===== config.mk =====
export PLATFORM = sky130hd
export DESIGN_NAME = sklansky_sub_pipe
export DESIGN_NICKNAME = d
export VERILOG_FILES = /design/src/rtl/sklansky_sub_pipe.sv
export SDC_FILE = /design/constraint.sdc
export NUM_CORES = 1
export LEC_CHECK = 0
export ABC_AREA = 1
export CORE_UTILIZATION = 46
export CTS_BUF_LIST = sky130_fd_sc_hd__clkbuf_4 sky130_fd_sc_hd__clkbuf_8
export CTS_CLUSTER_DIAMETER = 150
export CTS_CLUSTER_SIZE = 10
export DETAILED_ROUTE_END_ITERATION = 8
export PLACE_DENSITY = 0.81
export SYNTH_ARGS = -nofsm -noshare
export SYNTH_HDL_FRONTEND = slang
export SYNTH_SLANG_ARGS = --single-unit

===== constraint.sdc =====
create_clock -name clk -period 1.1 [get_ports clk]
set_input_delay 0.33 -clock clk [delete_from_list [all_inputs] [get_ports clk]]
set_output_delay 0.33 -clock clk [all_outputs]
set_load 0.03 [all_outputs]

===== src/rtl/sklansky_sub_pipe.sv =====
// sklansky_sub_pipe: pipelined WIDTH-bit subtractor d = a - b (a + ~b + 1) on a
// Sklansky parallel-prefix carry tree split across two register stages.
// Latency: 2 clk edges from the accepting edge to out_valid; throughput 1/cycle.
// Backpressure: valid/ready on both sides; in_ready = !s1_valid | s1 advancing,
//   results held stable while out_valid & !out_ready; nothing dropped or duplicated.
// Ports: clk, rst_n (async active-low), in_valid/in_ready/a/b (operand side),
//   out_valid/out_ready/d/borrow/ovf (result side).
// Optional: define SKLANSKY_SUB_ADD_MODE_EN to add port op (0 = subtract, 1 = add);
//   op travels with its operands, and borrow then reports the carry-out.
module sklansky_sub_pipe #(
  parameter int WIDTH = 6
) (
  input  logic             clk,
  input  logic             rst_n,
  input  logic             in_valid,
  output logic             in_ready,
  input  logic [WIDTH-1:0] a,
  input  logic [WIDTH-1:0] b,
`ifdef SKLANSKY_SUB_ADD_MODE_EN
  input  logic             op,
`endif
  output logic             out_valid,
  input  logic             out_ready,
  output logic [WIDTH-1:0] d,
  output logic             borrow,
  output logic             ovf
);

  localparam int L  = $clog2(WIDTH);   // prefix levels
  localparam int L1 = (L + 1) / 2;     // levels resolved before the s1 register

  // Group generate after prefix levels lo..hi-1. At level k every bit i with
  // bit k set absorbs the group ending just below its 2^k-aligned block; that
  // source index has bit k clear, so in-place update within a level is safe.
  function automatic logic [WIDTH-1:0] pfx_g(input logic [WIDTH-1:0] gi,
                                             input logic [WIDTH-1:0] pi,
                                             input int lo, input int hi);
    logic [WIDTH-1:0] g;
    logic [WIDTH-1:0] p;
    int src;
    g = gi;
    p = pi;
    for (int k = 0; k < L; k++) begin
      if (k >= lo && k < hi) begin
        for (int i = 0; i < WIDTH; i++) begin
          if (((i >> k) & 1) == 1) begin
            src  = ((i >> k) << k) - 1;
            g[i] = g[i] | (p[i] & g[src]);
            p[i] = p[i] & p[src];
          end
        end
      end
    end
    return g;
  endfunction

  // Group propagate after the same levels (independent of generate).
  function automatic logic [WIDTH-1:0] pfx_p(input logic [WIDTH-1:0] pi,
                                             input int lo, input int hi);
    logic [WIDTH-1:0] p;
    int src;
    p = pi;
    for (int k = 0; k < L; k++) begin
      if (k >= lo && k < hi) begin
        for (int i = 0; i < WIDTH; i++) begin
          if (((i >> k) & 1) == 1) begin
            src  = ((i >> k) << k) - 1;
            p[i] = p[i] & p[src];
          end
        end
      end
    end
    return p;
  endfunction

  // Handshake
  logic s1_valid, s2_valid, s2_load, s1_adv, accept;

  assign s2_load   = !s2_valid | out_ready;
  assign s1_adv    = s1_valid & s2_load;
  assign in_ready  = !s1_valid | s1_adv;
  assign accept    = in_valid & in_ready;
  assign out_valid = s2_valid;

  // Stage 1 combinational: operand conditioning and first prefix levels
  logic             in_add, in_cin;
  logic [WIDTH-1:0] bx, pv, gv;

`ifdef SKLANSKY_SUB_ADD_MODE_EN
  assign in_add = op;
`else
  assign in_add = 1'b0;
`endif
  assign in_cin = ~in_add;

  always_comb begin
    bx    = in_add ? b : ~b;
    pv    = a ^ bx;
    gv    = a & bx;
    // carry-in folded into bit 0 so the tree needs no separate cin input
    gv[0] = gv[0] | (pv[0] & in_cin);
  end

  logic [WIDTH-1:0] s1_p, s1_g, s1_pp;
  logic             s1_amsb, s1_bmsb, s1_add;

  always_ff @(posedge clk or negedge rst_n) begin
    if (!rst_n) begin
      s1_valid <= 1'b0;
      s1_p     <= '0;
      s1_g     <= '0;
      s1_pp    <= '0;
      s1_amsb  <= 1'b0;
      s1_bmsb  <= 1'b0;
      s1_add   <= 1'b0;
    end else begin
      if (accept) begin
        s1_valid <= 1'b1;
        s1_p     <= pv;
        s1_g     <= pfx_g(gv, pv, 0, L1);
        s1_pp    <= pfx_p(pv, 0, L1);
        s1_amsb  <= a[WIDTH-1];
        s1_bmsb  <= b[WIDTH-1];
        s1_add   <= in_add;
      end else if (s1_adv) begin
        s1_valid <= 1'b0;
      end
    end
  end

  // Stage 2 combinational: remaining levels, sum and flags
  logic [WIDTH-1:0] c2, d_n;
  logic             bor_n, ovf_n, sgn_diff;

  always_comb begin
    c2       = pfx_g(s1_g, s1_pp, L1, L);
    d_n      = s1_p ^ {c2[WIDTH-2:0], ~s1_add};
    bor_n    = s1_add ? c2[WIDTH-1] : ~c2[WIDTH-1];
    // subtract overflows only for differing operand signs, add only for equal
    sgn_diff = s1_amsb ^ s1_bmsb;
    ovf_n    = (s1_add ? ~sgn_diff : sgn_diff) & (d_n[WIDTH-1] ^ s1_amsb);
  end

  always_ff @(posedge clk or negedge rst_n) begin
    if (!rst_n) begin
      s2_valid <= 1'b0;
      d        <= '0;
      borrow   <= 1'b0;
      ovf      <= 1'b0;
    end else if (s2_load) begin
      s2_valid <= s1_valid;
      // an empty slot leaves the last result on d/borrow/ovf
      if (s1_valid) begin
        d      <= d_n;
        borrow <= bor_n;
        ovf    <= ovf_n;
      end
    end
  end

endmodule


# == Word-level counts from Yosys, hierarchy flattened ==
# Cells that the tools add are included.
# word_totals
output_inout_bits,10
word_cells,52
regBits,30
in_bits,16
# op_classes
n_bitwise,32
mux,6
n_reduce_logical,4
# op_table
cell,n
AND 1 bit,15
bitwise XOR 6 bit,2
OR 1 bit,10
AND 6 bit,1
two-way mux 1 bit,6
inverter 6 bit,1
zero test 1 bit,2
AND reduction 2 bit,1
nonzero test 2 bit,1
bitwise XOR 1 bit,2
inverter 1 bit,1

# == Longest topological paths before layout ==
# Gate-level depths: netlist (run 1).
# logic_depth
ltp_word,8
depth_mapped,8
mapped_depth_nobuf,8

# == Worst setup path before layout (run 1) ==
# No wires, ideal clock.
# synth_path
path_kind,register to register
from,"register s2_valid, in the netlist out_valid"
to,register s1_valid
setup_slack_ps,-254
t_required_ps,974
path_stages_with_launch,6
n_path_buf,2
arrival_time_ps,1229
setup_ps,126
synth_period_minus_slack_ps,1354
cell_sequence,dfrtp_1 nand3_2 nand2_2 buf_6 buf_8 nand2_1
# synth_between
elab_chain_cells,6
elab_cells_between_ends,7
classes_between,mux: 1; bitwise: 4; reduce/logical: 2
# synth_rtl
element,line_no,source
start: declaration,77,"logic s1_valid, s2_valid, s2_load, s1_adv, accept;"
start signal: assignment,151,s2_valid <= s1_valid;
zero test 1 bit (*),79,assign s2_load = !s2_valid | out_ready;
OR 1 bit (*),79,
AND 1 bit (*),80,assign s1_adv = s1_valid & s2_load;
OR 1 bit (*),81,assign in_ready = !s1_valid | s1_adv;
net in_ready,16,"output logic in_ready,"
AND 1 bit (*),82,assign accept = in_valid & in_ready;
two-way mux 1 bit or nonzero test 2 bit (tied branches),-,
end signal: assignment,109,s1_valid <= 1'b0;
end signal: assignment,118,s1_valid <= 1'b1;
end signal: assignment,126,s1_valid <= 1'b0;
end: declaration,77,
# The timed path passes the listed nets; every way through them passes the cells marked *.
# A chain may end at the register's enable or synchronous reset.

# == Worst setup path after layout (run 1) ==
# layout_path
from,register s1_valid
to,output port in_ready
# layout_between
elab_chain_cells,2
elab_cells_between_ends,3
classes_between,bitwise: 2; reduce/logical: 1
# layout_rtl
element,line_no
AND 1 bit or zero test 1 bit (tied branches),"80, 81"
OR 1 bit (*),81
end: declaration,16
# Mark *: on every way between the ends. The rest lies on a longest branch, timed or not.

==> run_results.csv, run 1 <==
group,metric,value,unit
run_status,status,"finished, violations left",
run_status,violations,"negative setup slack",
worst_setup_path,crit_arrival,0.99,ns
worst_setup_path,cp_num_buf_inv,1,
yosys,ys_warn_count,0,
sta,fin_worst_skew,0.00573,ns
global_route,grt_max_degree,26,
clock_network,cts.htree.levels,1,
yosys,synth_compound_area_share,7.73,%
yosys,ys.flop_type,"dfrtp_1",
sta,report.final.slew_viol_count,0,
placed_design,io_buffers,25,
yosys,synth_most_common_cell,"nand2_1",
global_route,grt_util_all_layers,20.1,%
placed_design,globalplace.congestion,0.763,
global_route,first_global_vias,935,
die,core,2320,um^2
detailed_routing,drt_wl_total,2660,um
yosys,syn_inst,134,
global_route,antenna_found_initial,0,
die,dieArea,2770,um^2
yosys,synth_top_cell_area_share,53.0,%
pwr,p_leak,0.000928,uW
layout,drive_gt1_share,35.7,%
layout,fin_nets,206,
worst_setup_path,path_delay_family,"flip-flops",
detailed_routing,dr.pass1.iters,4,
clock_network,cts_buffers,3,
die,rows,17,
yosys,synth_area_per_cell,8.81,um^2
layout,synthToLayoutAreaGrowth,50.8,%
detailed_routing,drtAntennaViolNets,0,
sta,fin_ws,-0.216,ns
worst_setup_path,regToRegSetupSlack,-0.15,ns
worst_setup_path,crit_chain,"nand3_4, buf_6",
clock_network,hold_buffers,0,
worst_setup_path,required,0.77,ns
worst_setup_path,crit_path_end_kind,"primary output",
layout,largestRegisters,"d (6), s1_g (6), s1_p (6)",
sta,final_hold_viol_count,0,
die,io-pin-count,26,
sta,slew_headroom,84.6,%
yosys,synthAdderAreaFrac,7.42,%
sta,worst_pin_slew,0.231,ns
yosys,ys_top_cells_by_area,"dfrtp_1, nand2_1, ha_1",
layout,num_antenna_cells,0,
yosys,synth.distinct_cells,19,
worst_setup_path,path_max_fanout,2,
sta,period_needed,1.32,ns
worst_hold_path,hold_class,"in2async",
yosys,synth_top_family_by_area,"simple AND/OR/NAND/NOR gates",
pwr,ir_drop,1.27,mV
yosys,synth_mux_area_share,0,%
sta,rsz0062_at_grt,"yes",
die,start_util,50.9,%
sta,max_freq,760,MHz
clock_network,cts-root-buf,"clkbuf_4",
die,die_x,52.7,um
clock_network,clkTransAtPathRegs,0.14,ns
yosys,yosysSeqAreaShare,53.0,%
sta,fin_crit_sh,120,%
pwr,power.total,3120,uW
yosys,synth_fp_nets,157,
worst_setup_path,cp-start-kind,"flip-flop",
clock_network,cts.sinks,25,
detailed_routing,drc_errors,0,
sta,hold_ws,0.325,ns
yosys,netlist_area,1180,um^2
detailed_routing,dr.first_iter.drc_count,26,
run,drv_cap,0,
global_route,grt-ovfl-total,0,
global_route,grt_pass1_wl,3960,um
detailed_routing,vias_per_cell,4.79,
yosys,synth_edf_count,0,
worst_setup_path,path_class,"reg2out",
yosys,yosys.area.top_type,"dfrtp_1",
placed_design,dp_worst_setup_slack,-0.499,ns
placed_design,place_hpwl,1580,um
clock_network,cts_tree,"built",
worst_setup_path,slowest_stage,"dfrtp_1",
yosys,async_flop_share,100,%
worst_setup_path,critical_path.max_stage_delay,0.43,ns
detailed_routing,num_vias,1005,
pwr,power_density,1750,nW/um^2
sta,setup_viol,27,
yosys,synth-simple-area-share,21.3,%
clock_network,clockBufferDepth,2,
yosys,synthTopCellsByCount,"nand2_1, dfrtp_1, inv_1",
yosys,yosys_register_bits,25,
detailed_routing,wl_per_cell,12.7,um
die,die_h,52.7,um
yosys,synth-xor-area-share,2.22,%
clock_network,insertion_delay,0.33,ns
where the power goes:
part	switching [uW]	internal (uW)
sequential	164	1140
combinational	698	694
clock	288	137
what timing repair did:
action	4_1_cts	5_1_grt
gates resized for setup	22	34
endpoints found under the setup margin	18	30
pin swaps	10	3
gates cloned	0	1
setup buffers	8	4
area by class of cell:
class,instances,area [um^2]
Clock inverter,1,5.00
Inverter,15,63.8
Sequential cell,25,627
Timing Repair Buffer,48,465
Tap cell,28,35.0
Clock buffer,3,22.5
Fill cell,145,537
Multi-Input combinational cell,90,563
worst paths after layout:
| kind | endpoint | cells past startpoint | start |
|---|---|---|---|
| worst min-delay path | s1_g[1]$_DFFE_PN0P_ | 2 | rst_n |
| worst min register to register | d[0]$_DFFE_PN0P_ | 1 | s1_p[0]$_DFFE_PN0P_ |
| min in group clk | d[0]$_DFFE_PN0P_ | 1 | s1_p[0]$_DFFE_PN0P_ |
| worst max-delay path | in_ready | 2 | s1_valid$_DFFE_PN0P_ |
| max in group asynchronous | out_valid$_DFFE_PN0P_ | 2 | rst_n |
| worst max register to register | s1_amsb$_DFFE_PN0P_ | 8 | s1_valid$_DFFE_PN0P_ |
logic make-up after synthesis:
logic type	count (synthesis)
fa+ha+maj	7
flops	25
simple gates	64
xor+xnor	3
compound gates	16
buf+inv	19
per-stage QoR:
stage | cells | util, % | TNS, ns | instance area [um^2]
after floorplan | 134 | - | -0.653 | 1190
after global placement | 193 | 64.5 | -8.53 | 1500
after detailed placement | 193 | 64.5 | -9.13 | 1500
after CTS | 205 | 71.1 | -1.81 | 1650
after global routing | 210 | 76.8 | -4.19 | 1780
final | 210 | 76.8 | -2.89 | 1780
layout by cell type (no fill, tap or decap), types with 3 or more instances in the layout:
cell,n
nand2_1,43
dfrtp_1,24
buf_4,18
inv_1,13
buf_6,12
clkdlybuf4s50_1,11
nand2_2,10
o21ai_1,6
o21ai_2,4
nor2_1,4
ha_1,4
dlygate4sd2_1,4
xnor2_1,3
nand2_4,3
clkbuf_4,3
routing by layer:
layer / routed length [um] / vias to the layer above / track usage (%)
met5: 0 / - / 0
met4: 35 / 0 / 9.21
met3: 93 / 2 / 3.48
met2: 1340 / 24 / 33.8
met1: 1190 / 465 / 25.0
li1: - / 514 / -
No activity file was read; power rests on OpenSTA's default activity.
==> run 2, diff against run 1 <==
--- a/config.mk
+++ b/config.mk
@@ -6,12 +6,13 @@
 export NUM_CORES = 1
 export LEC_CHECK = 0
 export ABC_AREA = 1
-export CORE_UTILIZATION = 46
+export CORE_UTILIZATION = 53
 export CTS_BUF_LIST = sky130_fd_sc_hd__clkbuf_4 sky130_fd_sc_hd__clkbuf_8
 export CTS_CLUSTER_DIAMETER = 150
 export CTS_CLUSTER_SIZE = 10
 export DETAILED_ROUTE_END_ITERATION = 8
-export PLACE_DENSITY = 0.81
+export DONT_BUFFER_PORTS = 1
+export PLACE_DENSITY = 0.75
 export SYNTH_ARGS = -nofsm -noshare
 export SYNTH_HDL_FRONTEND = slang
 export SYNTH_SLANG_ARGS = --single-unit
==> run_results.csv, run 2 (synthesis results as in run 1) <==
group,metric,value,unit
layout,fin_nets,172,
sta,fin_crit_sh,120,%
worst_setup_path,r2r_cells,7,
global_route,grt_use_met1,24.5,%
layout,largestRegisters,"d (6), s1_g (6), s1_p (6)",
global_route,grt_util_all_layers,19.1,%
worst_setup_path,critical_path.max_stage_delay,0.43,ns
worst_setup_path,slowest_stage,"dfrtp_1",
placed_design,place_hpwl,1450,um
run,drv_cap,0,
worst_setup_path,path_delay_family,"flip-flops",
layout,drive_gt1_share,23.0,%
layout,multi_input_area,478,um^2
die,die_h,49.2,um
layout,synthToLayoutAreaGrowth,15.8,%
sta,setup_viol,11,
pwr,power_density,1900,nW/um^2
detailed_routing,drc_errors,0,
detailed_routing,wl_per_cell,12.0,um
worst_setup_path,path_class,"reg2out",
placed_design,dp_worst_setup_slack,-0.0785,ns
sta,final_hold_viol_count,0,
global_route,busiest_layer,"met2",
clock_network,clockBufferDepth,2,
global_route,first_global_vias,805,
global_route,use_met3,4.05,%
detailed_routing,drt_wl_total,2100,um
clock_network,cts.htree.levels,1,
die,core,2020,um^2
layout,num_antenna_cells,0,
global_route,grt_pass1_wl,3450,um
worst_setup_path,path_max_fanout,2,
worst_setup_path,crit_path_end_kind,"primary output",
detailed_routing,dr.pass1.iters,4,
pwr,p_leak,0.000719,uW
sta,fin_worst_skew,0.00557,ns
run_status,violations,"negative setup slack",
sta,tns,-0.846,ns
clock_network,clkTransAtPathRegs,0.13,ns
clock_network,cts-root-buf,"clkbuf_4",
run_status,status,"finished, violations left",
global_route,grt-ovfl-total,0,
layout,seq_area,637,um^2
worst_setup_path,crit_arrival,0.99,ns
detailed_routing,vias_per_cell,5.13,
placed_design,globalplace.congestion,0.764,
sta,fin_ws,-0.221,ns
clock_network,cts_tree,"built",
detailed_routing,num_vias,897,
global_route,antenna_found_initial,0,
worst_setup_path,required,0.77,ns
layout,mostFrequentLayoutCells,"nand2_1, dfrtp_1, inv_1",
detailed_routing,drtAntennaViolNets,0,
worst_hold_path,hold_class,"in2reg",
detailed_routing,dr.first_iter.drc_count,17,
clock_network,cts.sinks,25,
worst_hold_path,holdPathStages,2,
sta,worst_pin_slew,0.203,ns
worst_setup_path,crit_chain,"nand3_4, buf_6",
die,rows,16,
die,die_x,49.2,um
sta,report.final.slew_viol_count,0,
worst_setup_path,cp_num_buf_inv,1,
die,dieArea,2420,um^2
die,io-pin-count,26,
placed_design,dpl.cell_count,166,
die,start_util,58.4,%
layout,final_cells,175,
sta,hold_ws,0.132,ns
placed_design,io_buffers,0,
global_route,grt_use_met2,30.1,%
clock_network,cts_buffers,3,
global_route,grt_max_degree,26,
layout,layout_commonest_cell,"nand2_1",
worst_setup_path,crit_cells,2,
worst_setup_path,cp-start-kind,"flip-flop",
layout,fillCellCount,161,
sta,slew_headroom,86.5,%
sta,max_freq,757,MHz
pwr,ir_drop,0.974,mV
sta,period_needed,1.32,ns
sta,rsz0062_at_grt,"yes",
clock_network,insertion_delay,0.32,ns
-- run 2: what timing repair did --
action / 4_1_cts / 5_1_grt
gates cloned: 0 / 0
buffers inserted: 2 / 1
setup endpoints to repair: 12 / 16
pin swaps: 0 / 2
resized for setup: 11 / 7
hold endpoints to repair: 25 / 25
-- run 2: layer usage --
| layer | vias to the layer above | share of wire, % |
|---|---|---|
| met2 | 29 | 49 |
| met1 | 420 | 44 |
| met3 | 3 | 4.9 |
| met5 | - | 0 |
| li1 | 445 | - |
| met4 | 0 | 2.0 |
-- run 2: worst reg2reg max path, stage by stage, from the launching register on --
cell	delay (ns)
dfrtp_1	0.42
ha_2	0.21
nor2_1	0.09
nand2_1	0.09
nand3_1	0.09
nand2_1	0.05
nand2_1	0.05
nand2_1	0.04
-- run 2: layout make-up --
cell class | count | area share, %
flip-flops and latches | 25 | 46.6
multi-input cells | 90 | 34.9
repair buffers | 14 | 9.33
inverters | 15 | 4.48
well taps | 27 | 2.47
clock buffers | 4 | 2.20
-- run 2: final timing paths --
check,startpoint,end,slack (ns)
worst max-delay path,s1_valid$_DFFE_PN0P_,in_ready,-0.22
worst min-delay path,a[5],s1_amsb$_DFFE_PN0P_,0.13
worst max register to register,s1_p[4]$_DFFE_PN0P_,ovf$_DFFE_PN0P_,-0.04
worst min register to register,s1_p[0]$_DFFE_PN0P_,d[0]$_DFFE_PN0P_,0.46
max in group asynchronous,rst_n,d[5]$_DFFE_PN0P_,0.52
min in group asynchronous,rst_n,out_valid$_DFFE_PN0P_,0.42
-- run 2: stage by stage --
stage | util (%) | power (uW) | cell area [um^2]
6_report | 67.6 | 2590 | 1370
5_1_grt | 67.6 | 2750 | 1370
4_1_cts | 65.0 | 2540 | 1310
3_5_place_dp | 61.8 | 2060 | 1250
3_3_place_gp | 61.8 | 2030 | 1250
2_1_floorplan | - | 1910 | 1190
-- run 2: report_power, final --
group	internal (uW)	switching, uW
registers	1160	390
logic	283	330
clock network	167	264
==> run 3, diff against run 2 <==
--- a/config.mk
+++ b/config.mk
@@ -9,7 +9,7 @@
 export CORE_UTILIZATION = 53
 export CTS_BUF_LIST = sky130_fd_sc_hd__clkbuf_4 sky130_fd_sc_hd__clkbuf_8
 export CTS_CLUSTER_DIAMETER = 150
-export CTS_CLUSTER_SIZE = 10
+export CTS_CLUSTER_SIZE = 12
 export DETAILED_ROUTE_END_ITERATION = 8
 export DONT_BUFFER_PORTS = 1
 export PLACE_DENSITY = 0.75
==> results of run 3 <==
The final DEF is identical to that of run 2; final timing and power are the same.
